==> src/rtl/kbd_pkg.sv <==
// Shared scan-code constants, prefix FSM states and set-2 to ASCII translation.
package kbd_pkg;

    // Prefix and modifier scan codes
    localparam logic [7:0] SC_BREAK  = 8'hF0;
    localparam logic [7:0] SC_EXT    = 8'hE0;
    localparam logic [7:0] SC_LSHIFT = 8'h12;
    localparam logic [7:0] SC_RSHIFT = 8'h59;
    localparam logic [7:0] SC_CTRL   = 8'h14;
    localparam logic [7:0] SC_CAPS   = 8'h58;

    // Extended arrow codes (after E0)
    localparam logic [7:0] SC_UP    = 8'h75;
    localparam logic [7:0] SC_DOWN  = 8'h72;
    localparam logic [7:0] SC_LEFT  = 8'h6B;
    localparam logic [7:0] SC_RIGHT = 8'h74;

    // ASCII control characters and arrow key codes
    localparam logic [7:0] ASCII_BS    = 8'h08;
    localparam logic [7:0] ASCII_TAB   = 8'h09;
    localparam logic [7:0] ASCII_CR    = 8'h0D;
    localparam logic [7:0] ASCII_ESC   = 8'h1B;
    localparam logic [7:0] ASCII_SPACE = 8'h20;
    localparam logic [7:0] KEY_UP      = 8'h80;
    localparam logic [7:0] KEY_DOWN    = 8'h81;
    localparam logic [7:0] KEY_LEFT    = 8'h82;
    localparam logic [7:0] KEY_RIGHT   = 8'h83;

    typedef enum logic [1:0] {StIdle, StBrk, StExt, StExtBrk} prefix_state_e;

    // Lowercase letter for a scan code, 0x00 if the code is not a letter
    function automatic logic [7:0] letter_of(input logic [7:0] code);
        unique case (code)
            8'h1C: letter_of = "a";  8'h32: letter_of = "b";  8'h21: letter_of = "c";
            8'h23: letter_of = "d";  8'h24: letter_of = "e";  8'h2B: letter_of = "f";
            8'h34: letter_of = "g";  8'h33: letter_of = "h";  8'h43: letter_of = "i";
            8'h3B: letter_of = "j";  8'h42: letter_of = "k";  8'h4B: letter_of = "l";
            8'h3A: letter_of = "m";  8'h31: letter_of = "n";  8'h44: letter_of = "o";
            8'h4D: letter_of = "p";  8'h15: letter_of = "q";  8'h2D: letter_of = "r";
            8'h1B: letter_of = "s";  8'h2C: letter_of = "t";  8'h3C: letter_of = "u";
            8'h2A: letter_of = "v";  8'h1D: letter_of = "w";  8'h22: letter_of = "x";
            8'h35: letter_of = "y";  8'h1A: letter_of = "z";
            default: letter_of = 8'h00;
        endcase
    endfunction

    // {unshifted, shifted} glyph for digits/punctuation, 0 if unmapped
    function automatic logic [15:0] symbol_of(input logic [7:0] code);
        unique case (code)
            8'h16: symbol_of = {"1", "!"};   8'h1E: symbol_of = {"2", "@"};
            8'h26: symbol_of = {"3", "#"};   8'h25: symbol_of = {"4", "$"};
            8'h2E: symbol_of = {"5", "%"};   8'h36: symbol_of = {"6", "^"};
            8'h3D: symbol_of = {"7", "&"};   8'h3E: symbol_of = {"8", "*"};
            8'h46: symbol_of = {"9", "("};   8'h45: symbol_of = {"0", ")"};
            8'h0E: symbol_of = {8'h60, "~"}; 8'h4E: symbol_of = {"-", "_"};
            8'h55: symbol_of = {"=", "+"};   8'h54: symbol_of = {"[", "{"};
            8'h5B: symbol_of = {"]", "}"};   8'h5D: symbol_of = {"\\", "|"};
            8'h4C: symbol_of = {";", ":"};   8'h52: symbol_of = {"'", "\""};
            8'h41: symbol_of = {",", "<"};   8'h49: symbol_of = {".", ">"};
            8'h4A: symbol_of = {"/", "?"};
            default: symbol_of = 16'h0000;
        endcase
    endfunction

    // Returns {valid, char}; valid=0 means the code produces nothing
    function automatic logic [8:0] scan2ascii(input logic [7:0] code, input logic shift,
                                              input logic caps, input logic ctrl,
                                              input logic ext);
        logic [7:0]  letter;
        logic [15:0] sym;
        letter     = letter_of(code);
        sym        = symbol_of(code);
        scan2ascii = 9'h000;
        if (ext) begin
            unique case (code)
                SC_UP:    scan2ascii = {1'b1, KEY_UP};
                SC_DOWN:  scan2ascii = {1'b1, KEY_DOWN};
                SC_LEFT:  scan2ascii = {1'b1, KEY_LEFT};
                SC_RIGHT: scan2ascii = {1'b1, KEY_RIGHT};
                default:  scan2ascii = 9'h000;
            endcase
        end else if (letter != 8'h00) begin
            // Ctrl maps a..z onto 0x01..0x1A regardless of case
            if (ctrl)              scan2ascii = {1'b1, letter - 8'h60};
            else if (shift ^ caps) scan2ascii = {1'b1, letter - 8'h20};
            else                   scan2ascii = {1'b1, letter};
        end else if (sym != 16'h0000) begin
            scan2ascii = {1'b1, shift ? sym[7:0] : sym[15:8]};
        end else begin
            unique case (code)
                8'h29:   scan2ascii = {1'b1, ASCII_SPACE};
                8'h5A:   scan2ascii = {1'b1, ASCII_CR};
                8'h66:   scan2ascii = {1'b1, ASCII_BS};
                8'h0D:   scan2ascii = {1'b1, ASCII_TAB};
                8'h76:   scan2ascii = {1'b1, ASCII_ESC};
                default: scan2ascii = 9'h000;
            endcase
        end
    endfunction

endpackage

==> src/rtl/kbd_fifo.sv <==
// Synchronous show-ahead FIFO; head reads 0x00 when empty.
module kbd_fifo #(
    parameter int unsigned DEPTH = 16,
    parameter int unsigned AW    = 4
) (
    input  logic       clk,
    input  logic       rst,
    input  logic       push,
    input  logic       pop,
    input  logic [7:0] din,
    output logic [7:0] head,
    output logic       full,
    output logic       empty
);

    logic [7:0]  mem [DEPTH];
    logic [AW:0] wptr, rptr;
    logic        do_push, do_pop;

    assign empty   = (wptr == rptr);
    assign full    = (wptr[AW] != rptr[AW]) && (wptr[AW-1:0] == rptr[AW-1:0]);
    assign do_pop  = pop && !empty;
    // A pop in the same cycle frees the slot, so a push into a full FIFO still lands
    assign do_push = push && (!full || do_pop);
    assign head    = empty ? 8'h00 : mem[rptr[AW-1:0]];

    // Pointer update with synchronous active-low reset
    always_ff @(posedge clk) begin
        if (!rst) begin
            wptr <= '0;
            rptr <= '0;
        end else begin
            if (do_push) wptr <= wptr + 1'b1;
            if (do_pop)  rptr <= rptr + 1'b1;
        end
    end

    // Storage write; contents need no reset since empty masks the head
    always_ff @(posedge clk) begin
        if (do_push) mem[wptr[AW-1:0]] <= din;
    end

endmodule

==> src/rtl/ps2_ascii_decoder.sv <==
// PS/2 set-2 scan codes to ASCII: prefix FSM, modifier tracking, character FIFO.
module ps2_ascii_decoder #(
    parameter int unsigned DEPTH = 16,
    parameter int unsigned AW    = 4
) (
    input  logic       clk,
    input  logic       rst,
    input  logic       scan_valid,
    input  logic [7:0] scan_code,
    input  logic       rd,
    output logic [7:0] dout,
    output logic       ready,
    output logic       overflow,
    output logic [2:0] mods
);
    import kbd_pkg::*;

    prefix_state_e state;
    logic lshift_held, rshift_held, lctrl_held, rctrl_held, caps_held, caps_lock;
    logic shift, ctrl;
    logic is_break, is_ext, is_prefix, key_make;
    logic [8:0] xlat;
    logic push, fifo_full, fifo_empty;

    assign shift = lshift_held | rshift_held;
    assign ctrl  = lctrl_held | rctrl_held;
    assign mods  = {caps_lock, ctrl, shift};

    assign is_break  = (state == StBrk) || (state == StExtBrk);
    assign is_ext    = (state == StExt) || (state == StExtBrk);
    // Bytes that only advance the prefix FSM and are not keys themselves
    assign is_prefix = ((state == StIdle) && (scan_code == SC_BREAK || scan_code == SC_EXT)) ||
                       ((state == StExt) && (scan_code == SC_BREAK));
    assign key_make  = !is_break;

    // Translation uses modifier state held before this byte's edge
    assign xlat = scan2ascii(scan_code, shift, caps_lock, ctrl, is_ext);
    assign push = scan_valid && !is_prefix && key_make && xlat[8];

    // Prefix FSM
    always_ff @(posedge clk) begin
        if (!rst) begin
            state <= StIdle;
        end else if (scan_valid) begin
            unique case (state)
                StIdle: begin
                    if (scan_code == SC_BREAK)    state <= StBrk;
                    else if (scan_code == SC_EXT) state <= StExt;
                    else                          state <= StIdle;
                end
                StExt:   state <= (scan_code == SC_BREAK) ? StExtBrk : StIdle;
                default: state <= StIdle;
            endcase
        end
    end

    // Modifier held flags and caps-lock toggle
    always_ff @(posedge clk) begin
        if (!rst) begin
            lshift_held <= 1'b0;
            rshift_held <= 1'b0;
            lctrl_held  <= 1'b0;
            rctrl_held  <= 1'b0;
            caps_held   <= 1'b0;
            caps_lock   <= 1'b0;
        end else if (scan_valid && !is_prefix) begin
            if (is_ext) begin
                if (scan_code == SC_CTRL) rctrl_held <= key_make;
            end else begin
                unique case (scan_code)
                    SC_LSHIFT: lshift_held <= key_make;
                    SC_RSHIFT: rshift_held <= key_make;
                    SC_CTRL:   lctrl_held  <= key_make;
                    SC_CAPS: begin
                        // Typematic repeats arrive while held and must not re-toggle
                        if (key_make && !caps_held) caps_lock <= ~caps_lock;
                        caps_held <= key_make;
                    end
                    default: ;
                endcase
            end
        end
    end

    // Sticky overflow: a character was dropped on a full FIFO with no pop
    always_ff @(posedge clk) begin
        if (!rst) begin
            overflow <= 1'b0;
        end else if (push && fifo_full && !rd) begin
            overflow <= 1'b1;
        end
    end

    kbd_fifo #(
        .DEPTH (DEPTH),
        .AW    (AW)
    ) u_fifo (
        .clk   (clk),
        .rst   (rst),
        .push  (push),
        .pop   (rd),
        .din   (xlat[7:0]),
        .head  (dout),
        .full  (fifo_full),
        .empty (fifo_empty)
    );

    assign ready = !fifo_empty;

endmodule

==> config.mk <==
export PLATFORM = sky130hd
export DESIGN_NAME = ps2_ascii_decoder
export DESIGN_NICKNAME = d
export VERILOG_FILES = /design/src/rtl/kbd_pkg.sv /design/src/rtl/kbd_fifo.sv /design/src/rtl/ps2_ascii_decoder.sv
export SDC_FILE = /design/constraint.sdc
export NUM_CORES = 1
export LEC_CHECK = 0
export ABC_AREA = 1
export CAP_MARGIN = 15
export CORE_UTILIZATION = 55
export CTS_CLUSTER_SIZE = 20
export DETAILED_ROUTE_END_ITERATION = 6
export DONT_BUFFER_PORTS = 1
export PLACE_DENSITY = 0.79
export SLEW_MARGIN = 40
export SYNTH_ARGS = -nofsm -noshare
export SYNTH_HDL_FRONTEND = slang
export SYNTH_SLANG_ARGS = --single-unit
==> constraint.sdc <==
create_clock -name clk -period 4.1 [get_ports clk]
set_input_delay 0.41 -clock clk [delete_from_list [all_inputs] [get_ports clk]]
set_output_delay 0.41 -clock clk [all_outputs]
set_load 0.05 [all_outputs]
Yosys cells after proc, flatten, opt, wreduce, memory -nomap -nowiden

Memory sizes are Yosys's and may differ from the RTL's. A register that Yosys moved wholly into a read port is not among the register bits.
Cells that the tools add are included.

Add/sub/neg operators: 4
Equal/unequal tests: 42
Mux-type cells: 19
Bitwise operators: 5
Reductions and logical operators: 31

Operators by type and width:

| operator                                                            | number |
|---|---|
| 15-bit one-hot mux with 21 select lines                             | 1 |
| 8-bit by 7-bit == test with 1-bit output (second input constant)    | 21 |
| 8-bit by 6-bit == test with 1-bit output (second input constant)    | 7 |
| 9-bit one-hot mux with 5 select lines                               | 1 |
| 8-bit 2-to-1 mux                                                    | 5 |
| 9-bit one-hot mux with 4 select lines                               | 1 |
| 8-bit by 5-bit == test with 1-bit output (second input constant)    | 4 |
| 9-bit 2-to-1 mux                                                    | 3 |
| 8-bit by 4-bit == test with 1-bit output (second input constant)    | 2 |
| 8-bit == test (second input constant)                               | 2 |
| 16-bit nonzero test                                                 | 1 |
| 3-bit AND reduction                                                 | 5 |
| 1-bit logical AND                                                   | 11 |
| 5-bit by 1-bit adder with 5-bit output (second input constant)      | 2 |
| 4-bit 2-to-1 mux                                                    | 2 |
| 8-bit nonzero test                                                  | 1 |
| 8-bit by 6-bit subtractor with 8-bit output (second input constant) | 1 |
| 8-bit by 7-bit subtractor with 8-bit output (second input constant) | 1 |
| 1-bit logical NOT                                                   | 6 |
| 2-bit 2-to-1 mux                                                    | 3 |
| 5-bit == test                                                       | 1 |
| 1-bit logical OR                                                    | 5 |
| 2-bit == test (second input constant)                               | 2 |
| 4-bit == test                                                       | 1 |
| other kinds (9)                                                     | 12 |

Flip-flop bits (word level): 19
RAM bits: 128
ROM bits: 896
Bits of input ports: 12
Output and inout port bits: 13
Memories: 2

Memories:

| name            | words | width | rd ports | clocked after memory_dff | wr ports | line           | source |
|---|---|---|---|---|---|---|---|
| (no name shown) | 128   | 7     | 1        | 0                        | 0        | kbd_pkg.sv:33  | `unique case (code)` |
| u_fifo.mem      | 16    | 8     | 1        | 1                        | 1        | kbd_fifo.sv:16 | `logic [7:0] mem [DEPTH];` |

Longest topological paths before layout

Depth in word-level cells: 11
Gate-level depth with buffers: 17
Depth with buffers taken out: 17

Cells and area by module

Synthesis repeated with hierarchy kept, for this count alone.

Cell total of the unflattened synthesis: 914
Area, all modules: 8,174.1 µm²

By module, submodules not included:

| module            | instances | cells each | area an instance (µm²) |
|---|---|---|---|
| kbd_fifo          | 1         | 541        | 6,133.4 |
| ps2_ascii_decoder | 1         | 373        | 2,040.7 |

Least setup slack after synthesis

Ideal clock, no wire load.

Path kind: input to register
Start: input scan_code[1]
End: memory u_fifo.mem[4][0], enable pin
Library setup time: 0.383 ns
Arrival time: 2.558 ns
Required time: 3.717 ns
Path slack: 1.158 ns
Stages on the path: 13
Path buffers: 1
Cells stage by stage: inv_1 ha_1 nand2_1 inv_2 nand2_1 nor2_1 nor2_1 nand2_1 o21ai_1 nor2_2 nand3_4 buf_4 nor3_1

Word-level cells in the longest chain between the ends: 11
Elaborated cells between the ends (all ways): 53

Ends and longest elaborated chain:

| item                                                       | line                    | source |
|---|---|---|
| from (decl)                                                | ps2_ascii_decoder.sv:9  | `input logic [7:0] scan_code,` |
| branches (longest 7 deep; another with memory 128 x 7 bit) | n/a                     |  |
| 1-bit logical AND (*)                                      | ps2_ascii_decoder.sv:38 | `assign push = scan_valid && !is_prefix && key_make && xlat[8];` |
| 1-bit logical AND (*)                                      | kbd_fifo.sv:24          | `assign do_push = push && (!full \|\| do_pop);` |
| 1-bit 2-to-1 mux (*)                                       | kbd_fifo.sv:40          | `if (do_push) mem[wptr[AW-1:0]] <= din;` |
| 1-bit 2-to-1 mux (implied by the code) (*)                 | kbd_fifo.sv:40          |  |
| to (decl)                                                  | kbd_fifo.sv:16          |  |

Every way passes the cells marked *.

Final worst setup path

Start: register u_fifo.wptr[2]
End: memory u_fifo.mem[14][6], enable pin

Word-level cells in the longest chain between the ends: 7
Elaborated cells between the ends (all ways): 10

Ends and longest elaborated chain:

| item                                   | line                    | source |
|---|---|---|
| from (decl)                            | kbd_fifo.sv:17          | `logic [AW:0] wptr, rptr;` |
| from (signal assigned)                 | kbd_fifo.sv:33          | `if (do_push) wptr <= wptr + 1'b1;` |
| 5-bit == test                          | kbd_fifo.sv:20          | `assign empty = (wptr == rptr);` |
| 1-bit logical NOT                      | n/a                     |  |
| named net ready                        | ps2_ascii_decoder.sv:12 | `output logic ready,` |
| 1-bit logical AND                      | kbd_fifo.sv:22          | `assign do_pop = pop && !empty;` |
| 1-bit logical OR                       | kbd_fifo.sv:24          |  |
| 1-bit logical AND                      | kbd_fifo.sv:24          |  |
| 1-bit 2-to-1 mux                       | kbd_fifo.sv:40          |  |
| 1-bit 2-to-1 mux (implied by the code) | kbd_fifo.sv:40          |  |

The timed path passes the listed nets, and every way through them passes these cells.

==> results by group <==
Outcome
  – Outcome: complete, no violations

Run
  – Max-cap viol count: 0

Clocking
  – Clock Root Buffer: clkbuf_16
  – Clk slew on worst S/H paths: 0.06 ns
  – Resized cells post-CTS: 0
  – Hold_buf cts: 0
  – CTS tree: built
  – H-tree depth: 4
  – Clk sink count: 151
  – Skew-Pair Late Insertion Delay: 0.42 ns
  – Post-CTS setup buffers: 0
  – Max clock buf depth: 2
  – Num CTS Buffers: 17

Finish
  – Final non-filler cell area: 8622 um2
  – Ant. Diodes: 0
  – Area growth syn-to-layout: 11.58%
  – Nets: 852
  – Layout cells sized above 1: 0.1168
  – Fillcell total: 1,053

Timing
  – Final Setup Violations: 0
  – Final WS setup: 0.9257 ns
  – Final worst path period share: 0.7742
  – Tmin final: 3.174 ns
  – Fmax achieved: 315.0 MHz
  – Final setup TNS: 0 ns
  – Slew margin rel.: 0.5647
  – Final Max Slew Viols: 0
  – Clock skew: 0.007231 ns
  – Slew @ Worst Pin: 0.6494 ns
  – RSZ-0062 raised after global routing: false
  – Final hold vios: 0

Route
  – Post-DR wirelength/cell: 19.14 um
  – Iter 0 DRT Violations: 636
  – Vias per cell: 6.046
  – Pre-antenna DRT Iters: 5
  – Via count: 6,137
  – DRT antenna net count: 0
  – # DRC: 0
  – Routed Wire Length: 19.43 mm

Global route
  – First-pass GRT wire length: 30.28 mm
  – Initial antenna violation count: 0
  – Tot GR Track Use: 0.2801
  – Vias in the first global route: 5,784
  – Largest net degree at the start of global routing: 72
  – GRT overflow: 0

Power and ir drop
  – Leakage: 3.399 nW
  – Power, Total: 4.083 mW
  – VDD IR max: 301.5 uV
  – PD cells: 473.6 nW/um2

Place
  – Detailed Place HPWL: 13.51 mm
  – Setup WS pre-CTS: 0.9084 ns
  – Post-DP Area: 8038 um2
  – GPL Wtd Cong: 0.9483
  – IO Port Bufs: 0

Floorplan
  – Total Die Area: 14,530 um2
  – Standard-cell rows: 42
  – IO Count: 25
  – Die Wd: 120.5 um
  – Core Area: 13,450 um2
  – Die Y: 120.5 um
  – Initial Util: 0.5744

Synth
  – Ys async rst share: 0
  – Synthesized area: 7727 um2
  – Post-Syn Instances: 807
  – Ys Warns: 0
  – Sequential share of the synthesized area: 0.5570
  – Netlist cell types: 42
  – Syn Area/Cell: 9.575 um2
  – Post-synth top cells: 128 x edfxtp_1, 113 x nand2_1, 82 x inv_1
  – Post-Syn Nets: 833
  – Synth area leaders: edfxtp_1 50%, dfxtp_1 6.0%, nand2_1 5.5%, a21oi_1 4.2%, mux2i_1 4.1%
  – Yosys top cell area share: 0.4974
  – Number of synthesized flops with an enable pin: 128
  – Synth Register Bits: 151
  – Most frequent cell after synthesis: edfxtp_1
  – Largest area contributor in the netlist: edfxtp_1
  – Synth Flop Type: edfxtp_1

Worst setup path
  – WP data arrival: 3.31 ns
  – WP data required: 4.23 ns
  – CP startpoint kind: flip-flop
  – Crit path capture type: flip-flop
  – WS Path Type: flip-flop to flip-flop
  – Worst Path Max Fanout: 23

Worst hold path
  – Hold Path Class: primary input to flip-flop
state kept, by name (all words and copies together) (netlist names), named ones only:
register     cells
u_fifo.mem     128
u_fifo.rptr      5
u_fifo.wptr      5
state            2
caps_held        1
caps_lock        1
lctrl_held       1
lshift_held      1
overflow         1
rctrl_held       1
rshift_held      1
critical path, stage by stage (launching register included):
cell,delay (ns)
dfxtp_1,0.53
xor2_1,0.20
nor3_1,0.07
and2_1,0.15
nand2_1,0.41
nand2_1,0.26
nand3_1,0.30
nand3_4,0.28
nor3_1,0.44
buf_4,0.24
layout by cell type (no fill, tap or decap), types with 5 or more instances in the layout:
master,instances
edfxtp_1,128
nor4_1,5
nand2_1,113
o21ai_0,43
xor2_1,6
o211ai_1,34
buf_4,34
nor3_1,31
dfxtp_1,22
nand3_1,56
nor2_2,5
inv_2,15
nand4_1,10
ha_1,14
o21ai_1,5
a31oi_1,5
nor2_1,74
clkinv_2,5
clkbuf_16,17
mux2i_1,32
a21oi_1,65
inv_1,81
logic make-up (layout without fill, tap and decap cells):
| family | count (synthesis) | count (layout) | share of synthesized area |
|---|---|---|---|
| flops | 151 | 151 | 0.5570 |
| fa+ha+maj | 14 | 14 | 0.02267 |
| mux | 32 | 32 | 0.04145 |
| simple gates | 309 | 309 | 0.1818 |
| xor+xnor | 7 | 7 | 0.007934 |
| compound gates | 160 | 160 | 0.1185 |
| buf+inv | 134 | 166 | 0.07060 |
metrics by stage:
step	utilization	cells	hold slack, ns
CTS	0.6394	1014	0.1001
detailed placement	0.5975	982	0.4400
global placement	0.5975	982	0.4390
floorplan	-	807	0.4238
global route	0.6409	1015	0.1093
finish	0.6409	1015	0.1026
worst paths after layout:
check	startpoint	slack [ns]	to	cells past startpoint
hold reg to reg	lshift_held	0.45	lshift_held	2
setup reg to reg	u_fifo.wptr[2]	0.93	u_fifo.mem[14][6]	9
setup / recovery	u_fifo.wptr[2]	0.93	u_fifo.mem[14][6]	9
hold / removal	rst	0.10	u_fifo.wptr[1]	2
where the power goes:
group	switching (mW)	internal (mW)	total, mW
registers	0.0335	1.72	1.76
logic	0.591	0.250	0.841
clock network	0.594	0.894	1.49
total	1.22	2.87	4.08
layout make-up:
| type | instances | area, um2 | area share |
|---|---|---|---|
| clock inverters | 12 | 127.6 | 0.01480 |
| inverters | 99 | 371.6 | 0.04310 |
| flip-flops and latches | 151 | 4308 | 0.4996 |
| repair buffers | 35 | 275.3 | 0.03193 |
| clock buffers | 20 | 436.7 | 0.05065 |
| well taps | 176 | 220.2 | 0.02554 |
| multi-input cells | 522 | 2883 | 0.3343 |
per-layer routing:
| layer | wire length [um] | track usage |
|---|---|---|
| met1 | 7861 | 0.3572 |
| met5 | 0 | 0 |
| met4 | 487 | 0.09954 |
| met2 | 9632 | 0.4723 |
| met3 | 1451 | 0.05943 |
(Power assumes the default switching activity.)
